File: config.mk
export PLATFORM = sky130hd
export DESIGN_NAME = fetch_queue
export DESIGN_NICKNAME = d
export VERILOG_FILES = /design/src/rtl/fetch_queue.sv
export SDC_FILE = /design/constraint.sdc
export NUM_CORES = 1
export LEC_CHECK = 0
export BUFFER_PORTS_ARGS = -buffer_cell sky130_fd_sc_hd__buf_2
export CELL_PAD_IN_SITES_DETAIL_PLACEMENT = 1
export CELL_PAD_IN_SITES_GLOBAL_PLACEMENT = 2
export CORE_ASPECT_RATIO = 2
export CORE_MARGIN = 3
export CORE_UTILIZATION = 45
export CTS_BUF_LIST = sky130_fd_sc_hd__clkbuf_4
export DETAILED_ROUTE_END_ITERATION = 7
export GPL_TIMING_DRIVEN = 1
export HOLD_SLACK_MARGIN = 0.08
export PLACE_DENSITY = 0.92
export SLEW_MARGIN = 30
export SYNTH_ARGS = -nofsm -noshare
export SYNTH_HDL_FRONTEND = slang
export SYNTH_SLANG_ARGS = --single-unit
File: constraint.sdc
create_clock -name clk -period 4.3 [get_ports clk]
set_input_delay 0.86 -clock clk [delete_from_list [all_inputs] [get_ports clk]]
set_output_delay 0.86 -clock clk [all_outputs]
set_load 0.01 [all_outputs]
File: src/rtl/fetch_queue.sv
// -----------------------------------------------------------------------------
// fetch_queue
//
// Instruction fetch front end for a VLIW core. It streams 64-bit bundles from
// a synchronous-read RAM (one cycle of read latency) into a small FIFO. The
// decode stage drains the FIFO through a valid/ready handshake. The fetch
// address advances by 8 bytes per issued read.
//
// Reads are credit limited. A read issues only while the queued entries plus
// the single outstanding read are fewer than DEPTH. As a result, a returning
// read always finds a free slot. A redirect flushes the queue and drops any
// outstanding read, then restarts fetch at the 8-byte-aligned target.
//
// Parameters
//   DEPTH     number of 64-bit bundle entries (power of two, 2..16)
//   RESET_PC  byte address of the first fetch after reset
//
// Ports
//   clk             clock, all state updates on the rising edge
//   rst             asynchronous active-high reset
//   addressBus      RAM read byte address (always the registered fetch_pc)
//   dataIn          RAM read data, valid the cycle after addressBus
//   enableWrite     RAM write enable, constant 0
//   bundle          instruction bundle at the queue head
//   bundle_pc       byte address of the head bundle
//   bundle_valid    queue is non-empty
//   bundle_ready    consumer accepts the head this cycle
//   redirect_valid  single-cycle branch/redirect request
//   redirect_pc     redirect target byte address
// -----------------------------------------------------------------------------
module fetch_queue #(
  parameter int unsigned DEPTH    = 4,
  parameter logic [55:0] RESET_PC = 56'h0
) (
  input  logic        clk,
  input  logic        rst,
  output logic [55:0] addressBus,
  input  logic [63:0] dataIn,
  output logic        enableWrite,
  output logic [63:0] bundle,
  output logic [55:0] bundle_pc,
  output logic        bundle_valid,
  input  logic        bundle_ready,
  input  logic        redirect_valid,
  input  logic [55:0] redirect_pc
);

  localparam int unsigned PW = $clog2(DEPTH);
  localparam int unsigned CW = PW + 1;
  localparam logic [CW-1:0] DEPTH_C = CW'(DEPTH);
  // Masking keeps fetch_pc 8-byte aligned even for a misaligned RESET_PC.
  localparam logic [55:0] ALIGN_MASK  = ~56'h7;
  localparam logic [55:0] RESET_PC_AL = RESET_PC & ALIGN_MASK;

  logic [55:0]   fetch_pc_q,    fetch_pc_d;
  logic          inflight_q,    inflight_d;
  logic [55:0]   inflight_pc_q, inflight_pc_d;
  logic [CW-1:0] count_q,       count_d;
  logic [PW-1:0] wr_ptr_q,      wr_ptr_d;
  logic [PW-1:0] rd_ptr_q,      rd_ptr_d;

  logic [63:0]   data_mem_q [DEPTH];
  logic [55:0]   pc_mem_q   [DEPTH];

  logic          issue;
  logic          push;
  logic          pop;

  // Credit check: queued entries plus the outstanding read must leave a slot.
  assign issue = !redirect_valid && ((count_q + CW'(inflight_q)) < DEPTH_C);
  // The read issued last cycle returns now, unless a redirect discards it.
  assign push  = inflight_q && !redirect_valid;
  // The consumer owns the head once it handshakes, even in a redirect cycle.
  // The flush below overrides the pointer and count updates in that case.
  assign pop   = bundle_valid && bundle_ready;

  always_comb begin
    // NOTE: every combinational output gets a default first, so no path can
    // leave it unassigned and infer a latch.
    fetch_pc_d    = fetch_pc_q;
    inflight_d    = inflight_q;
    inflight_pc_d = inflight_pc_q;
    count_d       = count_q;
    wr_ptr_d      = wr_ptr_q;
    rd_ptr_d      = rd_ptr_q;

    if (redirect_valid) begin
      fetch_pc_d = redirect_pc & ALIGN_MASK;
      inflight_d = 1'b0;
      count_d    = '0;
      wr_ptr_d   = '0;
      rd_ptr_d   = '0;
    end else begin
      if (issue) begin
        fetch_pc_d    = fetch_pc_q + 56'd8;
        inflight_pc_d = fetch_pc_q;
      end
      // The old read retires through push; a new issue takes its place.
      inflight_d = issue;
      if (push) wr_ptr_d = wr_ptr_q + PW'(1);
      if (pop)  rd_ptr_d = rd_ptr_q + PW'(1);
      count_d = count_q + CW'(push) - CW'(pop);
    end
  end

  // NOTE: sequential state is updated with non-blocking assignments only, so
  // every register samples the values from before the clock edge.
  always_ff @(posedge clk or posedge rst) begin
    if (rst) begin
      fetch_pc_q    <= RESET_PC_AL;
      inflight_q    <= 1'b0;
      inflight_pc_q <= RESET_PC_AL;
      count_q       <= '0;
      wr_ptr_q      <= '0;
      rd_ptr_q      <= '0;
    end else begin
      fetch_pc_q    <= fetch_pc_d;
      inflight_q    <= inflight_d;
      inflight_pc_q <= inflight_pc_d;
      count_q       <= count_d;
      wr_ptr_q      <= wr_ptr_d;
      rd_ptr_q      <= rd_ptr_d;
    end
  end

  // NOTE: the bundle storage has no reset. count_q gates its visibility, so
  // stale contents are never presented as valid.
  always_ff @(posedge clk) begin
    if (push) begin
      data_mem_q[wr_ptr_q] <= dataIn;
      pc_mem_q[wr_ptr_q]   <= inflight_pc_q;
    end
  end

  assign addressBus   = fetch_pc_q;
  assign enableWrite  = 1'b0;
  assign bundle_valid = (count_q != '0);
  // The head is read from registers, so there is no path from dataIn to bundle.
  assign bundle       = data_mem_q[rd_ptr_q];
  assign bundle_pc    = pc_mem_q[rd_ptr_q];

  // The credit rule makes a push into a full queue unreachable.
  no_push_when_full: assert property (
    @(posedge clk) disable iff (rst) !(push && (count_q == DEPTH_C))
  );

endmodule

# Word level (Yosys, flattened, before mapping)
# Memories as Yosys holds them, arrays and structs flattened.
# Index checks and enable logic that the tools add are counted.
# totals
n_memories	2
register_bits	120
inputBits	124
mem_bits_rw	480
output_inout_bits	178
word_cells	35
# memory_table
name	depth	word_bits	read_ports	rd_ports_with_merged_regs	wr	line	source
data_mem_q	4	64	1	0	1	62	logic [63:0] data_mem_q [DEPTH];
pc_mem_q	4	56	1	0	1	63	logic [55:0] pc_mem_q [DEPTH];
# op_classes
n_reduce_logical	9
bitwise_logic	1
order_cmp	1
addsub	6
mux	10
# op_table
op	count
$mux 56	2
$add 56x4->56 const B	1
$mux 2	4
$add 3x1->3	2
$reduce_bool 2->1	3
$add 2x1->2 const B	2
$logic_and 1x1->1	3
$lt 3x3->1 const B	1
$mux 1	3
$mux 3	1
$reduce_bool 3->1	1
$sub 3x1->3	1
$reduce_and 2->1	1
$logic_not 1->1	1
$not 1->1	1

# Depth between registers and ports, before layout
# depth
depth_word	5
depth_mapped	10
ltp_nobuf	9

# Worst setup path before layout
# Ideal clock, no wire load.
# synth_timing
path_kind	in2reg
from	in redirect_valid
to	mem data_mem_q[0][0], enable pin
setup_time_ns	0.490
path_buffers	1
setup_slack_ns	-0.171
stages	3
arrival_ns	3.981
required_time_ns	3.810
cell_sequence	clkbuf_1 -> nor2b_1 -> and2_1
# synth_via
elab_chain_cells	4
# synth_rtl
item	line	source
start, declared	44	input logic redirect_valid,
$logic_not 1->1	72	assign push = inflight_q && !redirect_valid;
$logic_and 1x1->1	72	
$mux 1	129	if (push) begin
$mux 1 (implied by the code)	130	data_mem_q[wr_ptr_q] <= dataIn;
end, declared	62	
# Every way passes these cells.

# Final worst setup path
# layout_timing
from	reg rd_ptr_q[0]
to	out bundle[0]
# layout_via
elab_chain_cells	1
# layout_rtl
item	line	source
start, declared	60	logic [PW-1:0] rd_ptr_q, rd_ptr_d;
start signal, assigned	122	rd_ptr_q <= rd_ptr_d;
$mem_v2 4x64	-	
end, declared	40	output logic [63:0] bundle,
# Every way passes these cells.

==> impl_metrics.toml <==
[power]
p_seq_frac = 0.514
pwr-share-clk = 0.278
p_leak_uw = 0.009303
swShare = 0.2849
combPwrFrac = 0.208
p_sw_uw = 4150
internal_power_uw = 10420
powerDensity_nw_per_um2 = 552.2
ir_worst_vdd_v = 0.0002367

[floorplan]
rows = 115
die_w_um = 163.8
fp.coreArea_um2 = 49210
start_util = 0.4554
die_height_um = 321.6
io_pins = 302
die_area_um2 = 52680

[placement]
dp.final_hpwl_um = 37860
placed_area_um2 = 24780
dp_slack_ns = 1.281
gp_congestion = 0.8552
portBuffers = 291

[global_routing]
grt_overflow = 0
grt_pass1_vias = 13820
grt_pass1_wl_um = 84610
grt.total_usage = 0.2160
grt_max_degree = 67
grt_antenna_before_repair = 9

[route]
vias = 12500
drt_iter0_markers = 835
drc = 0
ant_nets = 0
viasPerCell = 5.474
firstDrtPassIters = 5
wl_per_cell_um = 24.76
wl_um = 56560

[clock_tree]
cts-hold-fix-buffers = 0
ctsResizeCount = 0
post_cts_buffers = 0
cts_max_level = 3
cts_buffer_depth = 3
cts_root_buf = "clkbuf_4"
cts_buffers = 118
clock-sinks = 582
cts.clk_slew.worst_paths_ns = 0.08
clkLatencyLatePin_ns = 0.82
cts_tree = "built"

[worst_setup_path]
crit_fanout = 30
worst_ep_required_time_ns = 3.44
cp-start-kind = "flip-flop"
end_kind = "output pin"
cp.arrival_ns = 2.89
crit_type = "reg -> out"

[logic_synthesis]
synthFlopType = "edfxtp_1"
synth-edff-count = 468
synth_area_per_cell_um2 = 19.51
synthArstFlopShare = 0.1959
syn_inst = 1149
netlist_area_um2 = 22410
synth_warnings = 0
ys_seq_elements = 582
yosysUniqueCellTypes = 43
ys_seq_area_frac = 0.7544

[finish]
fin_nets = 1664
area_delta_synth_final_pct = 17.71
multi_input_area_um2 = 5244
final.fill_count = 4698
final_area_um2 = 26380
final_cell_mix = "468 x edfxtp_1, 291 x buf_2, 177 x clkbuf_4, 117 x mux4_2, 112 x dfrtp_1"
regArea_um2 = 16910
drive_gt1_frac = 0.4251
utilization = 0.5361
final_common_cell = "edfxtp_1"

[sta]
rsz0062_at_grt = "false"
hold_slack_ns = 0.1479
finalSetupViolations = 0
fin_worst_skew_ns = 0.05263
worst_slack_ns = 0.5546
layout_min_cycle_time_ns = 3.745
hold_viol = 0
tightest_slew_ns = 0.9584
max_freq_mhz = 267.0
relSlewSlack = 0.3562
tns_ns = 0
post-route-period-util = 0.8710
slew_viol_final = 0

[job]
drv_cap = 0

[worst_hold_path]
hp-class = "in -> async"

[run_status]
status = "finished clean"
[power groups by stage]
stage | clock (uW) | combinational [uW] | sequential (uW)
after floorplan | 0 | 1970 | 7330
after global placement | 0 | 3030 | 7520
after detailed placement | 0 | 3100 | 7630
after CTS | 4190 | 3120 | 7510
after global routing | 4480 | 3290 | 7590
final | 4050 | 3030 | 7490
[through the flow]
| step | std cells | total power, uW |
|---|---|---|
| after floorplan | 1155 | 9301 |
| after global placement | 2055 | 10550 |
| after detailed placement | 2055 | 10730 |
| after CTS | 2278 | 14820 |
| after global routing | 2282 | 15350 |
| final | 2284 | 14570 |
[layout make-up]
class,instances,area share
diodes,6,0.0005692
multi-input cells,499,0.1988
well taps,643,0.03050
flip-flops and latches,582,0.6411
clock buffers,177,0.05037
inverters,13,0.002039
clock inverters,46,0.009438
repair buffers,318,0.06716
[synthesized netlist by cell type (13+ instances only)]
library cell  number  area (um^2)
o31ai_1           16        120.1
nor2_1            34        127.6
nand4_1           17        106.4
nand3_1           32        160.2
mux2_2            54        608.1
xor2_1            19        166.4
dfrtp_1          114         2853
a31oi_1           21        131.4
buf_1             16        60.06
or4_1             26        195.2
nand2_1           49        183.9
clkbuf_1          34        127.6
o21ai_0           26        130.1
mux4_2           117         2635
edfxtp_1         468        14050
inv_1             13        48.80
[sequential cells by signal, indices dropped and copies added (netlist names)]
name	flops
addressBus	53
count_q	3
data_mem_q	256
inflight_pc_q	53
inflight_q	1
pc_mem_q	212
rd_ptr_q	2
wr_ptr_q	2
[critical path, cell delays in order, from the launching register on]
cell	delay, ns
dfrtp_4	0.89
buf_4	0.43
mux4_2	0.59
buf_2	0.17
[logic make-up after synthesis]
family,share of synthesized area
AOI/OAI and AO/OA,0.02116
xor gates and xnor gates,0.01016
adders and majority gates,0.004801
buffers and inverters,0.01379
DFF,0.7544
muxes,0.1465
other,0.0001673
and+or+nand+nor,0.04907
[final timing paths]
check                             startpoint                 to  slack (ns)  depth (start not counted)
hold reg to reg            inflight_pc_q[53]    pc_mem_q[0][53]        0.51                          0
hold / removal                           rst     addressBus[28]        0.15                          2
setup reg to reg               addressBus[3]     addressBus[33]        1.39                          6
max in group asynchronous                rst  inflight_pc_q[51]        3.46                          3
setup / recovery                 rd_ptr_q[0]          bundle[0]        0.55                          3
min in group clk             redirect_pc[24]     addressBus[24]        0.25                          3
[per-layer routing]
metal,share of wire,vias to the layer above,GRT usage,wire (um)
met5,0.00023,-,0,13
met4,0.036,2,0.09483,2035
met3,0.063,96,0.04710,3563
met2,0.53,473,0.3803,30060
met1,0.37,6454,0.2525,20890
li1,-,5477,-,-
Power figures use the tool's default switching activity.
